`config.mk`:
```
export PLATFORM = sky130hd
export DESIGN_NAME = fht_frame_ctrl
export DESIGN_NICKNAME = d
export VERILOG_FILES = /design/src/rtl/fht_ctrl_pkg.sv /design/src/rtl/fht_unload_buf.sv /design/src/rtl/fht_frame_ctrl.sv
export SDC_FILE = /design/constraint.sdc
export NUM_CORES = 1
export LEC_CHECK = 0
export CORE_MARGIN = 5
export CORE_UTILIZATION = 44
export CTS_CLUSTER_SIZE = 24
export DETAILED_ROUTE_END_ITERATION = 8
export PLACE_DENSITY_LB_ADDON = 0.2
export SKIP_LAST_GASP = 1
export SYNTH_ARGS = -nofsm -noshare
export SYNTH_HDL_FRONTEND = slang
export SYNTH_SLANG_ARGS = --single-unit
```
`constraint.sdc`:
```
create_clock -name iCLK -period 2 [get_ports iCLK]
set_input_delay 0.5 -clock iCLK [delete_from_list [all_inputs] [get_ports iCLK]]
set_output_delay 0.5 -clock iCLK [all_outputs]
set_load 0.01 [all_outputs]
```
`src/rtl/fht_ctrl_pkg.sv`:
```
// Shared types and helpers for the FHT frame sequencer.
package fht_ctrl_pkg;

  typedef enum logic [2:0] {
    ST_LOAD,
    ST_START,
    ST_WAIT,
    ST_UNLOAD_RD,
    ST_UNLOAD_OUT
  } state_e;

  localparam int unsigned A_BIT_DEF = 8;
  localparam int unsigned BANK_SIZE = 2 ** A_BIT_DEF;
  localparam int unsigned N         = 4 * BANK_SIZE;

  // Reverses the low w bits of v; bits above w come back as zero.
  function automatic int unsigned bitrev(input int unsigned v, input int unsigned w);
    int unsigned r;
    r = 0;
    for (int unsigned i = 0; i < w; i++) begin
      r = r | (((v >> i) & 32'd1) << (w - 1 - i));
    end
    return r;
  endfunction

endpackage

```
`src/rtl/fht_unload_buf.sv`:
```
// Four-word capture buffer drained as a valid/ready stream, word 0 first.
module fht_unload_buf #(
  parameter int unsigned D_BIT = 22
) (
  input  logic             clk_i,
  input  logic             rst_ni,
  input  logic             load_i,
  input  logic [D_BIT-1:0] data0_i,
  input  logic [D_BIT-1:0] data1_i,
  input  logic [D_BIT-1:0] data2_i,
  input  logic [D_BIT-1:0] data3_i,
  input  logic             out_ready_i,
  output logic             out_valid_o,
  output logic [D_BIT-1:0] out_data_o,
  output logic             last_acc_o
);

  logic [D_BIT-1:0] word_q [4];
  logic             valid_q, valid_d;
  logic [1:0]       ptr_q, ptr_d;
  logic             fire;

  always_comb begin
    valid_d = valid_q;
    ptr_d   = ptr_q;
    fire    = valid_q & out_ready_i;
    if (load_i) begin
      valid_d = 1'b1;
      ptr_d   = '0;
    end else if (fire) begin
      ptr_d = ptr_q + 2'd1;
      if (ptr_q == 2'd3) valid_d = 1'b0;
    end
  end

  always_ff @(posedge clk_i or negedge rst_ni) begin
    if (!rst_ni) begin
      valid_q <= 1'b0;
      ptr_q   <= '0;
      word_q  <= '{default: '0};
    end else begin
      valid_q <= valid_d;
      ptr_q   <= ptr_d;
      if (load_i) word_q <= '{data0_i, data1_i, data2_i, data3_i};
    end
  end

  assign out_valid_o = valid_q;
  assign out_data_o  = word_q[ptr_q];
  assign last_acc_o  = fire & (ptr_q == 2'd3);

endmodule

```
`src/rtl/fht_frame_ctrl.sv`:
```
// Frame sequencer: loads ADC samples into the FHT core banks, starts it,
// waits for ready, then streams the result out in bit-reversed row order.
module fht_frame_ctrl
  import fht_ctrl_pkg::*;
#(
  parameter int unsigned ADC_WIDTH = 12,
  parameter int unsigned D_BIT     = 22,
  parameter int unsigned A_BIT     = A_BIT_DEF,
  parameter int unsigned RD_LAT    = 2,
  parameter int unsigned RDY_MASK  = 2
) (
  input  logic                 iCLK,
  input  logic                 iRESET,
  input  logic                 iADC_VALID,
  input  logic [ADC_WIDTH-1:0] iADC_DATA,
  output logic                 oADC_READY,
  output logic [3:0]           oWE,
  output logic [D_BIT-1:0]     oDATA,
  output logic [A_BIT-1:0]     oADDR_WR,
  output logic                 oSTART,
  input  logic                 iRDY,
  output logic [A_BIT-1:0]     oADDR_RD,
  input  logic [D_BIT-1:0]     iDATA_0,
  input  logic [D_BIT-1:0]     iDATA_1,
  input  logic [D_BIT-1:0]     iDATA_2,
  input  logic [D_BIT-1:0]     iDATA_3,
  output logic                 oOUT_VALID,
  output logic [D_BIT-1:0]     oOUT_DATA,
  input  logic                 iOUT_READY,
  output logic                 oBUSY,
  output logic                 oOVF
);

  localparam int unsigned CW  = A_BIT + 2;
  localparam int unsigned LW  = (RD_LAT < 1) ? 1 : $clog2(RD_LAT + 1);
  localparam int unsigned MW  = (RDY_MASK < 1) ? 1 : $clog2(RDY_MASK + 1);
  localparam int unsigned PAD = D_BIT - ADC_WIDTH;
  localparam logic [LW-1:0] LAT_LAST  = LW'(RD_LAT);
  localparam logic [MW-1:0] MASK_LAST = MW'(RDY_MASK);

  state_e             state_q, state_d;
  logic [CW-1:0]      load_cnt_q, load_cnt_d;
  logic               load_done_q, load_done_d;
  logic [A_BIT-1:0]   row_q, row_d;
  logic [MW-1:0]      mask_q, mask_d;
  logic [LW-1:0]      lat_q, lat_d;
  logic [3:0]         we_q, we_d;
  logic [A_BIT-1:0]   addr_wr_q, addr_wr_d;
  logic [D_BIT-1:0]   data_q, data_d;
  logic               ovf_q, ovf_d;
  logic               adc_ready, accept, capture, last_acc;

  // The final write cycle stays in LOAD with ready dropped, so START follows it.
  assign adc_ready = (state_q == ST_LOAD) && !load_done_q;
  assign accept    = adc_ready & iADC_VALID;

  always_comb begin
    state_d     = state_q;
    load_cnt_d  = load_cnt_q;
    load_done_d = load_done_q;
    row_d       = row_q;
    mask_d      = mask_q;
    lat_d       = lat_q;
    we_d        = '0;
    addr_wr_d   = addr_wr_q;
    data_d      = data_q;
    ovf_d       = ovf_q | (iADC_VALID & ~adc_ready);
    capture     = 1'b0;

    if (accept) begin
      we_d       = 4'b0001 << load_cnt_q[1:0];
      addr_wr_d  = load_cnt_q[CW-1:2];
      data_d     = {iADC_DATA, {PAD{1'b0}}};
      load_cnt_d = load_cnt_q + CW'(1);
    end

    unique case (state_q)
      ST_LOAD: begin
        if (load_done_q) begin
          load_done_d = 1'b0;
          state_d     = ST_START;
        end else if (accept && (load_cnt_q == '1)) begin
          load_done_d = 1'b1;
        end
      end
      ST_START: begin
        mask_d  = '0;
        state_d = ST_WAIT;
      end
      ST_WAIT: begin
        if (mask_q != MASK_LAST) begin
          mask_d = mask_q + MW'(1);
        end else if (iRDY) begin
          row_d   = '0;
          lat_d   = '0;
          state_d = ST_UNLOAD_RD;
        end
      end
      ST_UNLOAD_RD: begin
        if (lat_q == LAT_LAST) begin
          capture = 1'b1;
          lat_d   = '0;
          state_d = ST_UNLOAD_OUT;
        end else begin
          lat_d = lat_q + LW'(1);
        end
      end
      ST_UNLOAD_OUT: begin
        if (last_acc) begin
          row_d   = row_q + A_BIT'(1);
          state_d = (row_q == '1) ? ST_LOAD : ST_UNLOAD_RD;
        end
      end
      default: state_d = ST_LOAD;
    endcase
  end

  always_ff @(posedge iCLK or negedge iRESET) begin
    if (!iRESET) begin
      state_q     <= ST_LOAD;
      load_cnt_q  <= '0;
      load_done_q <= 1'b0;
      row_q       <= '0;
      mask_q      <= '0;
      lat_q       <= '0;
      we_q        <= '0;
      addr_wr_q   <= '0;
      data_q      <= '0;
      ovf_q       <= 1'b0;
    end else begin
      state_q     <= state_d;
      load_cnt_q  <= load_cnt_d;
      load_done_q <= load_done_d;
      row_q       <= row_d;
      mask_q      <= mask_d;
      lat_q       <= lat_d;
      we_q        <= we_d;
      addr_wr_q   <= addr_wr_d;
      data_q      <= data_d;
      ovf_q       <= ovf_d;
    end
  end

  fht_unload_buf #(
    .D_BIT (D_BIT)
  ) u_unload_buf (
    .clk_i       (iCLK),
    .rst_ni      (iRESET),
    .load_i      (capture),
    .data0_i     (iDATA_0),
    .data1_i     (iDATA_1),
    .data2_i     (iDATA_2),
    .data3_i     (iDATA_3),
    .out_ready_i (iOUT_READY),
    .out_valid_o (oOUT_VALID),
    .out_data_o  (oOUT_DATA),
    .last_acc_o  (last_acc)
  );

  assign oADC_READY = adc_ready;
  assign oWE        = we_q;
  assign oDATA      = data_q;
  assign oADDR_WR   = addr_wr_q;
  assign oSTART     = (state_q == ST_START);
  assign oADDR_RD   = A_BIT'(bitrev(32'(row_q), A_BIT));
  assign oBUSY      = (state_q != ST_LOAD);
  assign oOVF       = ovf_q;

endmodule

```
==> summary.md, run 1 <==
| Metric | Value |
|---|---|
| Outcome | complete, but fails checks |
| Violated checks | negative setup slack |
| Rows | 43 |
| Flop pwr share | 35.3% |
| Cell variety after synth | 40 |
| Sequential share of the synthesized area | 56.7% |
| Syn_area_per_cell | 13.3 um2 |
| Share of layout cells above drive strength 1 | 31.5% |
| Fraction of registers with async set/reset | 100% |
| Overflow after GRT | 0 |
| Core ar. | 13,900 um2 |
| Layout Skew | 6.64 ps |
| CP Launch Point | u_unload_buf.ptr_q[0] |
| Fmax | 454 MHz |
| # nets final | 782 |
| DR vias | 4,393 |
| Worst-Skew Late Latency | 420 ps |
| Largest net degree at the start of global routing | 52 |
| Static leakage | 4.13 nW |
| Reg2reg start | state_q[0] |
| Final ANT Viol Nets | 0 |
| Cell Area, Placed | 8250 um2 |
| Global Route Usage Sum | 18.2% |
| CTS clock-pin slew for the worst setup and hold paths | 60 ps |
| Final setup violation count | 23 |
| Antenna violations before repair | 0 |
| Mapped Cells | 473 |
| Switching part of the total | 28.5% |
| Slowest CP cell | mux4_2 |
| Top_reg_cell synth | dfrtp_1 |
| Synth Cell Area | 6270 um2 |
| Drt initial violations | 214 |
| Clock share of power | 25.8% |
| Hold crit path type | in2async |
| CP most frequent cell | buf_6 |
| Final Cycle Share | 110% |
| Die area | 16,700 um2 |
| Worst R2R End | oADDR_WR[0] |
| Chip Height | 129 um |
| CTS Root Cell | clkbuf_16 |
| Power per standard cell area | 1470 nW/um2 |
| Worst IR drop on VDD | 920 uV |
| Fin. max-slew vios | 0 |
| CTS H-tree depth | 4 |
| Min Tclk post-route | 2200 ps |
| Sink Count | 142 |
| Initial Util | 45.0% |
| Worst setup EP type | output pin |
| Wire per inst | 17.5 um |
| CP endpoint | oOUT_DATA[20] |
| Port Buffers | 163 |
| CP arrival | 1700 ps |
| Warnings from Yosys | 0 |
| Max transition margin | 65.6% |
| RSZ-0062 raised after global routing | true |
| Total of max-cap violations | 0 |
| WS Path Type | reg2out |
| R2R Setup Slk | 100 ps |
| Avg Vias per Cell | 5.09 |
| DP Worst Slack | -103 ps |
| Yosys reg bits | 142 |
| First-pass GRT wire length | 23,600 um |
| NetSw | 0.00381 W |
| Post-CTS Hold Fix Bufs | 0 |
| Final-report hold violation count | 0 |
| RD Place Congestion | 0.808 |
| Design Area, Final | 9120 um2 |
| CTS tree | built |
| Area delta synth->final | 45.4% |
| Initial DRT Pass Iterations | 5 |
| Logic pwr share | 38.9% |
| Hpwl dp | 10,300 um |
| Cell taking the most area after synthesis | dfrtp_1 |
| Pint | 0.00959 W |
| Total CTS buffers | 17 |
| Via count of the first global-routing pass | 4,652 |
| Die boundary width | 129 um |
| Yosys top cell area share | 56.7% |
| Most area-consuming cells after synthesis | dfrtp_1 57%, mux2_2 16%, mux4_2 7.9% |
| Final total power | 0.0134 W |
| Worst slew pin tran | 516 ps |
| Critical path startpoint category | flip-flop |
| Ports | 174 |
| Post-route setup slack | -204 ps |
| Depth of the most critical reg-to-reg path | 9 |
| Max clock buf depth | 2 |
| WP data required | 1500 ps |
| N_diodes | 0 |
| Cells along the critical path | buf_6, buf_16, mux4_2, buf_6 |
| Routed WL | 15,100 um |
| Number of synthesized flops with an enable pin | 0 |
| CP Max Fanout | 6 |
| Max incr delay on CP | 520 ps |
| Remaining DRCs | 0 |
## per-stage QoR
step / util [%] / TNS, ps / hold WS (ps) / std cells
2_1_floorplan: - / 0 / 204 / 482
3_5_place_dp: 59.2 / -1710 / 447 / 815
6_report: 65.4 / -3850 / 33.0 / 863
5_1_grt: 65.4 / -5360 / 63.5 / 863
4_1_cts: 64.3 / -4270 / 44.4 / 856
3_3_place_gp: 59.2 / -1440 / 458 / 815
## metal layers
metal / vias to the layer above / part of all wire [%] / GRT usage [%]
met5: - / 0 / 0
met4: 0 / 1.7 / 7.04
met3: 19 / 7.8 / 5.81
met2: 146 / 48 / 29.0
met1: 2188 / 43 / 23.4
li1: 2040 / - / -
## cell type report
type	instances	area (um2)
Clock buffer	21	470
Timing Repair Buffer	204	2140
Sequential cell	142	3550
Clock inverter	11	186
Fill cell	991	4810
Tap cell	180	225
Inverter	5	18.8
Multi-Input combinational cell	300	2520
## cells in the mapped netlist, drive strengths merged, types with 6 or more instances
cell type / instances
dfrtp: 142
mux2: 88
nand2: 83
buf: 29
mux4: 22
o21ai: 12
nor2: 11
and3: 10
xnor2: 8
ha: 7
clkbuf: 6
nand3: 6
## kinds of logic after synthesis
group	after synthesis	synth area share, %
adders and majority gates	7	1.40
DFF	142	56.7
xor gates and xnor gates	12	1.68
buffers and inverters	40	4.03
AOI/OAI and AO/OA	30	3.01
muxes	111	23.9
and+or+nand+nor	130	9.32
other	1	0.0598
## state kept, by name, summed over array words and instances, names as in the netlist
name and flops:
u_unload_buf.ptr_q 2, state_q 3, oADDR_WR 8, oDATA 12
lat_q 2, mask_q 2, oOVF 1, load_cnt_q 10
u_unload_buf.out_valid_o 1, row_q 8, oWE 4, load_done_q 1
u_unload_buf.word_q 88
## worst max-delay path, delay by kind of cell, from the launching register on
kind     cells  cell delay, ps
mux          1             520
buf+inv      3             400
flops        1             370
## worst min-delay path by stage
stage              start                       to  cells after the start
2_1_floorplan     iRESET                 lat_q[0]                      0
3_3_place_gp   oDATA[11]                oDATA[11]                      2
3_5_place_dp        oOVF                     oOVF                      1
4_1_cts           iRESET  u_unload_buf.word_q[76]                      1
5_1_grt           iRESET  u_unload_buf.word_q[29]                      1
6_report          iRESET  u_unload_buf.word_q[51]                      1
## layout by cell type (no fill, tap or decap), drive strengths merged, types with 3 or more instances in the layout
| master | count |
|---|---|
| a21o | 4 |
| a21oi | 5 |
| and3 | 10 |
| buf | 64 |
| bufinv | 5 |
| clkbuf | 23 |
| clkdlybuf4s50 | 137 |
| clkinv | 5 |
| conb | 10 |
| dfrtp | 142 |
| ha | 7 |
| inv | 5 |
| mux2 | 88 |
| mux4 | 22 |
| nand2 | 83 |
| nand3 | 6 |
| nand4 | 3 |
| nor2 | 11 |
| nor3 | 3 |
| o21ai | 12 |
| o31ai | 3 |
| xnor2 | 8 |
| xor2 | 4 |
## what timing repair did
action                                  CTS  global route
gates resized for setup                 116            13
cloned                                    1             2
pin swaps                                 2             2
buffers inserted                          9             6
endpoints found under the setup margin   25            47
## power by group through the flow
| stage | clock network, W | logic [W] | registers (W) |
|---|---|---|---|
| 3_3_place_gp | 0 | 0.00474 | 0.00471 |
| 6_report | 0.00346 | 0.00521 | 0.00473 |
| 5_1_grt | 0.00369 | 0.00564 | 0.00488 |
| 3_5_place_dp | 0 | 0.00488 | 0.00476 |
| 4_1_cts | 0.00354 | 0.00494 | 0.00472 |
| 2_1_floorplan | 0 | 0.00279 | 0.00459 |
No activity file was read; power rests on OpenSTA's default activity.
==> run 2: changes to the inputs <==
CORE_UTILIZATION = 35   (was 44)
clock period = 2.5 ns   (was 2 ns; I/O delays follow)
==> run 2 against run 1 <==
The run now ends clean. Largest power group is now registers. First-iteration DRC count shrank 38%. Utilization shrank 16 points. Combinational power down 31%. Design area decreased by 4.2%. Clock power decreased by 31%. Hold slack improved by 120 ps. Die area up 24%. Count of clock-buffer cells in the layout down 3. Via count down 4.1%.
==> summary.md, run 2 (synthesized netlist as in run 1, its figures left out) <==
| Metric | Value |
|---|---|
| Outcome | finished, final reports clean |
| Final total power | 0.00972 W |
| CTS clock-pin slew for the worst setup and hold paths | 60 ps |
| Final Cycle Share | 97.6% |
| Layout Skew | 9.83 ps |
| Total of max-cap violations | 0 |
| Wire per inst | 16.3 um |
| Commonest non-fill, non-tap cell in the layout | dfrtp_1 |
| Hold crit path type | in2async |
| First-pass GRT wire length | 23,300 um |
| Min Tclk post-route | 2440 ps |
| Hpwl dp | 10,400 um |
| Worst-Skew Late Latency | 410 ps |
| Multi-input gate area | 2500 um2 |
| Max FFs per register | 88 |
| Final ANT Viol Nets | 0 |
| WP data required | 1880 ps |
| Post-CTS Hold Fix Bufs | 0 |
| CP Max Fanout | 9 |
| Area delta synth->final | 39.4% |
| Final setup violation count | 0 |
| Chip Height | 144 um |
| Total CTS buffers | 17 |
| Initial DRT Pass Iterations | 4 |
| Rows | 49 |
| Power per standard cell area | 1110 nW/um2 |
| Core ar. | 17,800 um2 |
| Top reg by flops | u_unload_buf.word_q |
| DR vias | 4,211 |
| CP arrival | 1810 ps |
| Fillers | 1,566 |
| Max transition margin | 63.4% |
| Die boundary width | 144 um |
| R2R Setup Slk | 630 ps |
| # nets final | 763 |
| Static leakage | 3.93 nW |
| WS Path Type | reg2out |
| Fmax | 410 MHz |
| Worst IR drop on VDD | 542 uV |
| Setup_tns | 0 ps |
| Fin. max-slew vios | 0 |
| Ports | 174 |
| Port Buffers | 163 |
| Global Route Usage Sum | 14.5% |
| Antenna violations before repair | 1 |
| Worst setup EP type | output pin |
| Drt initial violations | 132 |
| CTS tree | built |
| RSZ-0062 raised after global routing | true |
| CTS Root Cell | clkbuf_16 |
| Overflow after GRT | 0 |
| Initial Util | 35.3% |
| Share of layout cells above drive strength 1 | 27.9% |
| Sink Count | 142 |
| Remaining DRCs | 0 |
| RD Place Congestion | 0.842 |
| Routed WL | 14,600 um |
| Sequential Area | 3550 um2 |
| Most frequent cells in the layout | 141 x dfrtp_1, 137 x clkdlybuf4s50_1, 88 x mux2_2 |
| CTS H-tree depth | 4 |
| Worst slew pin tran | 549 ps |
| Max clock buf depth | 2 |
| Avg Vias per Cell | 4.71 |
| Largest net degree at the start of global routing | 50 |
| Final-report hold violation count | 0 |
| Via count of the first global-routing pass | 4,463 |
| CP Launch Point | u_unload_buf.ptr_q[0] |
| Reg2reg start | u_unload_buf.ptr_q[0] |
| Die area | 20,700 um2 |
| Critical path startpoint category | flip-flop |
run 2: cell count changes in the layout (fill, tap and decap cells not counted), sizes merged:
cell / delta
diode: +1
clkinv: +1
buf: -41
dlygate4sd2: +5
clkbuf: +11
dlymetal6s2s: +1
clkinvlp: +1
bufinv: -4
inv: +5
clkdlybuf4s15: +2
run 2: worst max-delay path, cell delays in order, from the launching register on:
cell and delay, ps:
dfrtp_2 370, buf_4 120, buf_12 140, mux4_2 510, clkdlybuf4s15_1 250
run 2: routing by layer:
metal	global-route usage [%]	up-vias	part of all wire, %	wire length [um]
met1	20.0	2048	46	6670
met5	0	-	0.089	13
li1	-	2007	-	-
met2	21.6	133	45	6590
met3	4.46	21	7.3	1060
met4	5.30	2	1.7	246
run 2: path summary, 6_finish.rpt:
kind	end	cells past startpoint
worst min register to register	oOVF	1
max in group asynchronous	oDATA[12]	2
worst min-delay path	u_unload_buf.word_q[73]	1
worst max register to register	row_q[4]	6
min in group iCLK	oOVF	1
worst max-delay path	oOUT_DATA[16]	4
run 2: cell type report:
cell class	count	area share, %
flip-flops and latches	142	40.7
multi-input cells	300	28.7
repair buffers	185	20.7
clock buffers	18	4.91
well taps	229	3.28
clock inverters	14	1.52
inverters	5	0.215
diodes	1	0.0286
run 2: what timing repair did:
action / CTS / global route
cloned: 1 / 0
endpoints found under the setup margin: 24 / 19
pin swaps: 0 / 0
setup buffers: 1 / 1
resized for setup: 25 / 36
run 2: report_power, final:
part	switching (W)	internal, W
Clock	0.00101	0.00139
Combinational	0.00145	0.00213
Sequential	0.000506	0.00324
run 2: stage by stage:
step	utilization (%)	hold slack (ps)	setup WS (ps)	area (um2)	std cells
after detailed placement	46.2	447	246	8220	858
after floorplan	-	329	409	6310	482
after global placement	46.2	449	260	8220	858
final	49.2	149	60.9	8740	894
after global routing	49.1	168	-28.7	8740	893
after CTS	49.4	139	-84.7	8790	892
==> run 3: changes to the inputs <==
CORE_UTILIZATION = 28   (was 35)
DONT_BUFFER_PORTS = 1   (was unset)
SETUP_SLACK_MARGIN = 0.3   (was unset)
==> run 3 against run 2 <==
The flow now finishes with violations (negative hold slack). Sequential cell count did not move. Count of clock-buffer cells in the layout is 4 higher. Critical path depth shrank 1. Design area fell by 16%. Register-to-register slack worse by 200 ps. Wire length rose by 1.5%. Clock power increased by 14%. Fmax is 7.0% higher. Via count shrank 13%. Sequential share of layout area up 7.6 points. Largest power group unchanged.
==> summary.md, run 3 (synthesized netlist as in run 1, its figures left out) <==
| Metric | Value |
|---|---|
| Initial DRT Pass Iterations | 4 |
| Hold crit path type | in2async |
| R2R Setup Slk | 430 ps |
| Sink Count | 142 |
| CTS clock-pin slew for the worst setup and hold paths | 60 ps |
| Ports | 174 |
| RD Place Congestion | 0.762 |
| Static leakage | 3.32 nW |
| Global Route Usage Sum | 11.9% |
| Total CTS buffers | 17 |
| Worst IR drop on VDD | 384 uV |
| Reg2reg start | state_q[2] |
| Overflow after GRT | 0 |
| Worst setup EP type | output pin |
| RSZ-0062 raised after global routing | true |
| N_diodes | 0 |
| WP data required | 1880 ps |
| Final ANT Viol Nets | 0 |
| Area delta synth->final | 17.5% |
| CTS tree | built |
| Core ar. | 22,000 um2 |
| Critical path startpoint category | flip-flop |
| Outcome | complete, but fails checks |
| Final-report hold violation count | 142 |
| Die area | 25,500 um2 |
| Sequential Area | 3560 um2 |
| CTS H-tree depth | 4 |
| Hpwl dp | 10,200 um |
| Violated checks | negative hold slack |
| Final setup violation count | 0 |
| Via count of the first global-routing pass | 3,994 |
| Worst-Skew Late Latency | 410 ps |
| Final Cycle Share | 91.1% |
| Layout Skew | 10.0 ps |
| Depth of the most critical reg-to-reg path | 5 |
| Total of max-cap violations | 0 |
| First-pass GRT wire length | 23,700 um |
| Largest net degree at the start of global routing | 143 |
| Flop pwr share | 40.4% |
| Logic pwr share | 30.9% |
| Clock share of power | 28.7% |
| CTS Root Cell | clkbuf_16 |
| Max transition margin | 62.4% |
| Avg Vias per Cell | 4.70 |
| Cells along the critical path | buf_4, buf_12, mux4_2 |
| Fin. max-slew vios | 0 |
| Remaining DRCs | 0 |
| Max FFs per register | 88 |
| Pint | 0.00665 W |
| Fmax | 439 MHz |
| Drt initial violations | 192 |
| CP arrival | 1650 ps |
| Max clock buf depth | 2 |
| Max incr delay on CP | 560 ps |
| DR vias | 3,676 |
| Min Tclk post-route | 2280 ps |
| Chip Height | 160 um |
| Rows | 54 |
| Wire per inst | 18.9 um |
| Die boundary width | 160 um |
| NetSw | 0.00284 W |
| Hold Worst Slack | -95.1 ps |
| Power per standard cell area | 1290 nW/um2 |
| WS Path Type | reg2out |
| Antenna violations before repair | 2 |
| Fin util | 33.5% |
| Fillers | 2,145 |
| Slowest CP cell | mux4_2 |
| Top reg by flops | u_unload_buf.word_q |
| Commonest non-fill, non-tap cell in the layout | dfrtp_1 |
| Multi-input gate area | 2500 um2 |
| Setup_tns | 0 ps |
| Routed WL | 14,800 um |
| Most frequent cells in the layout | 138 x dfrtp_1, 88 x mux2_2, 83 x nand2_1 |
| Worst R2R End | u_unload_buf.word_q[68] |
| # nets final | 601 |
| Port Buffers | 0 |
| Switching part of the total | 30.0% |
| Initial Util | 28.6% |
| CP Max Fanout | 6 |
| Worst slew pin tran | 563 ps |
| Share of layout cells above drive strength 1 | 34.1% |
## run 3: what timing repair did
action / in CTS / in global routing
pin swaps: 1 / 0
resized for setup: 8 / 0
setup endpoints to repair: 23 / 23
gates cloned: 3 / 0
endpoints found under the hold margin: 142 / 142
buffers inserted: 6 / 2
## run 3: area by class of cell
| type | count | area share, % |
|---|---|---|
| timing repair buffer | 23 | 4.01 |
| tap | 280 | 4.76 |
| clock buffer | 22 | 6.44 |
| sequential | 142 | 48.3 |
| inverter | 5 | 0.323 |
| clock inverter | 10 | 2.17 |
| multi-input combinational | 300 | 34.0 |
## run 3: stage by stage
| step | power [W] | cells | area (um2) | hold slack, ps | setup slack [ps] |
|---|---|---|---|---|---|
| finish | 0.00949 | 782 | 7370 | -95.1 | 221 |
| detailed placement | 0.00657 | 739 | 6570 | 333 | 437 |
| CTS | 0.00966 | 780 | 7350 | -124 | 166 |
| floorplan | 0.00591 | 482 | 6310 | 329 | 409 |
| global route | 0.0101 | 782 | 7370 | -138 | 133 |
| global placement | 0.00644 | 739 | 6570 | 334 | 509 |
## run 3: worst max-delay path by stage
stage | startpoint | endpoint | cells after the start
after global placement | state_q[1] | u_unload_buf.word_q[45] | 4
after floorplan | u_unload_buf.ptr_q[0] | oOUT_DATA[0] | 3
after global routing | u_unload_buf.ptr_q[0] | oOUT_DATA[18] | 3
final | u_unload_buf.ptr_q[0] | oOUT_DATA[4] | 3
after detailed placement | state_q[1] | u_unload_buf.word_q[23] | 4
after CTS | u_unload_buf.ptr_q[0] | oOUT_DATA[18] | 3
## run 3: worst max-delay path: cells and delay by family (launching register included)
family | cells | cell delay (ps)
DFF | 1 | 410
muxes | 1 | 560
buffers and inverters | 2 | 270
## run 3: power groups by stage
stage          Combinational (W)  Sequential [W]  Clock [W]
2_1_floorplan            0.00224         0.00368          0
3_3_place_gp             0.00257         0.00387          0
3_5_place_dp             0.00266         0.00391          0
4_1_cts                  0.00297         0.00387    0.00282
5_1_grt                  0.00322         0.00397    0.00292
6_report                 0.00293         0.00384    0.00272
## run 3: layer usage
metal / global-route usage, % / wire (um)
met1: 15.2 / 6580
met2: 18.4 / 6840
met3: 5.75 / 1250
met4: 2.72 / 101
met5: 0 / 27
